$ cat src/rtl/mealy_engine_sched.sv
// Round-robin scheduler that time-shares one serial Mealy engine among NREQ requesters.
// Each granted job word is shifted out LSB-first and the engine's y bits are collected back.
module mealy_engine_sched #(
    parameter int unsigned NREQ = 4,
    parameter int unsigned W    = 8,
    parameter int unsigned IDW  = 2
) (
    input  logic              clk,
    input  logic              rst,
    input  logic [NREQ-1:0]   req,
    input  logic [NREQ*W-1:0] req_data,
    output logic [NREQ-1:0]   gnt,
    output logic              busy,
    output logic              done,
    output logic [IDW-1:0]    done_id,
    output logic [W-1:0]      result,
    output logic              fsm_rst,
    output logic              fsm_x,
    input  logic              fsm_y
);

    localparam int unsigned CW = $clog2(W);
    localparam logic [CW-1:0] CNT_LAST = CW'(W - 1);

    localparam logic [2:0] S_IDLE  = 3'd0;
    localparam logic [2:0] S_CLR   = 3'd1;
    localparam logic [2:0] S_SHIFT = 3'd2;
    localparam logic [2:0] S_DRAIN = 3'd3;
    localparam logic [2:0] S_DONE  = 3'd4;

    logic [2:0]      r_state;
    logic [IDW-1:0]  r_ptr;
    logic [NREQ-1:0] r_gnt;
    logic            r_busy;
    logic            r_done;
    logic [IDW-1:0]  r_id;
    logic [W-1:0]    r_result;
    logic [W-1:0]    r_shift;
    logic [CW-1:0]   r_count;
    logic            r_fsm_rst;
    logic            r_fsm_x;

    logic            w_found;
    logic [IDW-1:0]  w_idx;
    logic [IDW-1:0]  w_ptr_nxt;
    logic [W-1:0]    w_data;

    // Rotating priority search starting at r_ptr.
    always_comb begin
        int unsigned j;
        j         = 0;
        w_found   = 1'b0;
        w_idx     = '0;
        w_ptr_nxt = '0;
        w_data    = '0;
        for (int unsigned i = 0; i < NREQ; i++) begin
            j = (32'(r_ptr) + i) % NREQ;
            if (!w_found && req[j]) begin
                w_found   = 1'b1;
                w_idx     = IDW'(j);
                w_ptr_nxt = IDW'((j + 1) % NREQ);
                w_data    = req_data[j*W +: W];
            end
        end
    end

    always_ff @(posedge clk or negedge rst) begin
        if (!rst) begin
            r_state   <= S_IDLE;
            r_ptr     <= '0;
            r_gnt     <= '0;
            r_busy    <= 1'b0;
            r_done    <= 1'b0;
            r_id      <= '0;
            r_result  <= '0;
            r_shift   <= '0;
            r_count   <= '0;
            r_fsm_rst <= 1'b1;
            r_fsm_x   <= 1'b0;
        end else begin
            r_gnt  <= '0;
            r_done <= 1'b0;
            case (r_state)
                S_IDLE: begin
                    if (w_found) begin
                        r_state <= S_CLR;
                        r_gnt   <= NREQ'(1) << w_idx;
                        r_shift <= w_data;
                        r_id    <= w_idx;
                        r_ptr   <= w_ptr_nxt;
                        r_busy  <= 1'b1;
                        r_fsm_x <= w_data[0];
                    end
                end
                S_CLR: begin
                    r_state   <= S_SHIFT;
                    r_count   <= '0;
                    r_fsm_rst <= 1'b0;
                    r_fsm_x   <= r_shift[0];
                    r_shift   <= r_shift >> 1;
                end
                S_SHIFT: begin
                    // y for data bit k-1 is visible during count k.
                    if (r_count != '0) begin
                        r_result <= {fsm_y, r_result[W-1:1]};
                    end
                    if (r_count == CNT_LAST) begin
                        r_state <= S_DRAIN;
                        r_fsm_x <= 1'b0;
                    end else begin
                        r_count <= r_count + 1'b1;
                        r_fsm_x <= r_shift[0];
                        r_shift <= r_shift >> 1;
                    end
                end
                S_DRAIN: begin
                    r_result <= {fsm_y, r_result[W-1:1]};
                    r_state  <= S_DONE;
                    r_done   <= 1'b1;
                end
                S_DONE: begin
                    r_state   <= S_IDLE;
                    r_busy    <= 1'b0;
                    r_fsm_rst <= 1'b1;
                end
                default: begin
                    r_state   <= S_IDLE;
                    r_busy    <= 1'b0;
                    r_fsm_rst <= 1'b1;
                end
            endcase
        end
    end

    assign gnt     = r_gnt;
    assign busy    = r_busy;
    assign done    = r_done;
    assign done_id = r_id;
    assign result  = r_result;
    assign fsm_rst = r_fsm_rst;
    assign fsm_x   = r_fsm_x;

endmodule

$ cat config.mk
export PLATFORM = sky130hd
export DESIGN_NAME = mealy_engine_sched
export DESIGN_NICKNAME = d
export VERILOG_FILES = /design/src/rtl/mealy_engine_sched.sv
export SDC_FILE = /design/constraint.sdc
export NUM_CORES = 1
export LEC_CHECK = 0
export ABC_AREA = 1
export CAP_MARGIN = 20
export CORE_UTILIZATION = 57
export DETAILED_ROUTE_END_ITERATION = 8
export PLACE_DENSITY = 0.87
export REMOVE_ABC_BUFFERS = 1
export SLEW_MARGIN = 10
export SYNTH_ARGS = -nofsm -noshare
export SYNTH_HDL_FRONTEND = slang
export SYNTH_SLANG_ARGS = --single-unit
$ cat constraint.sdc
create_clock -name clk -period 3.3 [get_ports clk]
set_input_delay 0.495 -clock clk [delete_from_list [all_inputs] [get_ports clk]]
set_output_delay 0.495 -clock clk [all_outputs]
set_load 0.02 [all_outputs]
==> flow_summary.ini <==
[run_status]
status = finished clean

[clocking]
cts.sinks = 34
cts_buffer_depth = 2
cts_tree = built
cts.clk_slew.worst_paths_ps = 70
holdBufCountCts = 0
htree_levels = 2
cts_resized = 0
cts-buffers-inserted = 5
cts-root-buf = clkbuf_8
clock_latency_ps = 280
post-cts-setup-buffers = 0

[grt]
met3_usage_pct = 4.834
grt_pass1_vias = 2538
antenna_found_initial = 0
use_met2_pct = 43.41
busiest_layer = met2
grt_usage_pct = 26.06
met1_usage_pct = 35.12
grt_max_degree = 51
grt_overflow = 0
grt_pass1_wl_mm = 10.85

[synthesis]
yosysTopAreaCell = dfrtp_1
synth.area.mux_share_pct = 0.6981
synth_seq_area_share_pct = 29.71
ys_seq_elements = 34
synth_xor_area_share_pct = 0
yosysWarningCount = 0
synth_top_family_by_area = simple AND/OR/NAND/NOR gates
synth_top_flop_cell = dfrtp_1
syn_inst = 467
ys_async_sr_fraction_pct = 100.0
synthAdderAreaFrac_pct = 1.309
synth_area_leaders = dfrtp_1 29%, nand2_1 27%, o21ai_0 6.1%
synth_compound_area_share_pct = 11.13
synthesis.area_um2 = 2868
yosysUniqueCellTypes = 34
synth-simple-area-share_pct = 46.34
synth.avg_cell_area_um2 = 6.141
synth-edff-count = 0
synth_top_area_share_pct = 28.80

[die]
fp-row-count = 25
die_w_um = 72.93
start_util_pct = 59.92
die_h_um = 72.93
ioPinCount = 57
dieArea_um2 = 5319
core_area_um2 = 4786

[place]
hpwl_mm = 4.771
port_buffers = 56
pre_cts_ws_ps = 661.8
dp_cells = 570
place_congestion = 0.9222

[setup_path]
cp_max_fo = 31
crit_type = reg2reg
worstPathRequired_ps = 3470
cp-end-kind = flip-flop
startpoint_type = flip-flop
crit_arrival_ps = 2880

[detailed_routing]
wl_per_cell_um = 11.21
drt_iter0_markers = 256
drc = 0
wl_mm = 6.477
vias_per_cell = 5.183
ant_nets = 0
first_pass_iters = 5
vias = 2996

[cells_and_area]
fill_cells = 409
fin_util_pct = 72.84
instances_no_fill = 578
antenna_cells = 0
nets = 552
area_growth_pct = 21.55
drive_gt1_share_pct = 9.393

[pwr]
p_per_area_nw_per_um2 = 1061
ir_drop_uv = 681.0
seq_power_share_pct = 20.2
p_comb_share_pct = 71.3
finalPower_uw = 3699
p_int_uw = 1707
switching_share_pct = 53.86
leakage_uw = 0.001840
switching_power_uw = 1992
clock_power_share_pct = 8.5

[timing]
fin_tns_setup_ps = 0
max_freq_ghz = 0.3681
slew_violations = 0
hold_viol = 0
layout_setup_ws_ps = 583.5
fin_crit_ps = 2717
tightest_slew_ps = 961.9
finalSetupViolCount = 0
clock_skew_ps = 7.778
post-route-period-util_pct = 82.32
grt_setup_unrepaired = false
max_slew_margin_pct = 35.87

[job]
maxCapViolations = 0

[min_path]
hold_path.class = reg2reg
-- power by group through the flow --
stage          Combinational, uW  Sequential, uW  Clock [uW]
3_5_place_dp                2600             753           0
6_report                    2640             749         314
3_3_place_gp                2530             747           0
4_1_cts                     2620             747         318
2_1_floorplan               1750             900           0
5_1_grt                     2960             771         337
-- critical path, cell delays in order (launching register included) --
cell,delay [ps]
dfrtp_1,570
inv_1,460
nand2_2,200
nand2_2,260
nand2_2,170
nand2_4,110
nor2_8,200
nand4_2,150
nand2_2,190
inv_2,110
nand3_1,110
nand2_1,60
-- state kept, by name, indices dropped and copies added (netlist names) --
signal and cells:
result 8, gnt 4, fsm_x 1, fsm_rst 1, r_count 3, done_id 2
done 1, r_ptr 2, r_shift 8, busy 1, r_state 3
-- cell usage in the layout, fill, tap and decap left out, types with 3 or more instances in the layout --
cell type,n
clkbuf_8,6
o21ai_0,35
nand2_1,208
ha_1,3
dfrtp_1,33
inv_2,7
or2_2,6
nor2_1,29
clkdlybuf4s50_1,56
inv_1,39
o22ai_1,3
a21oi_1,8
nand3_1,29
nand3_2,6
nand2_2,11
nand4_1,7
nand2_4,3
-- cell type report --
cell class	count	area, um^2	area share (%)
Tap cell	67	83.83	2.405
Clock buffer	8	90.09	2.584
Timing Repair Buffer	58	575.6	16.51
Inverter	46	172.7	4.953
Multi-Input combinational cell	365	1712	49.10
Sequential cell	34	852.1	24.44
-- worst paths after layout --
kind | startpoint | end | slack [ps] | cells after the start
max | r_ptr[1]$_DFFE_PN0P_ | r_shift[3]$_DFFE_PN0P_ | 580 | 11
min | r_shift[3]$_DFFE_PN0P_ | r_shift[3]$_DFFE_PN0P_ | 480 | 2
max reg2reg | r_ptr[1]$_DFFE_PN0P_ | r_shift[3]$_DFFE_PN0P_ | 580 | 11
min reg2reg | r_shift[3]$_DFFE_PN0P_ | r_shift[3]$_DFFE_PN0P_ | 480 | 2
max in group asynchronous | rst | fsm_rst$_DFFE_PN1N_ | 2360 | 2
min in group asynchronous | rst | result[0]$_DFFE_PN0P_ | 610 | 2
-- synth_stat cells, drive strengths merged, types with 3 or more instances --
| cell | count |
|---|---|
| nand2 | 222 |
| inv | 46 |
| o21ai | 39 |
| nand3 | 35 |
| dfrtp | 33 |
| nor2 | 30 |
| buf | 19 |
| a21oi | 8 |
| nand4 | 8 |
| or2 | 6 |
| clkbuf | 3 |
| ha | 3 |
| o22ai | 3 |
-- cell families after synthesis --
logic type	after synthesis
muxes	2
adders and majority gates	3
DFF	34
AOI/OAI and AO/OA	56
buffers and inverters	68
and+or+nand+nor	304
-- per-stage QoR --
| step | hold WS [ps] | instance area, um^2 |
|---|---|---|
| after global placement | 459.8 | 3396 |
| after CTS | 479.7 | 3486 |
| after global routing | 495.0 | 3486 |
| after detailed placement | 459.7 | 3396 |
| after floorplan | 199.4 | 2730 |
| final | 478.3 | 3486 |
-- per-layer routing --
layer / share of wire [%] / routed length [um]
met5: 0 / 0
met4: 0.60 / 39
met3: 4.7 / 304
met2: 48 / 3090
met1: 47 / 3043
Note: power is estimated with default switching activity, not from simulation.
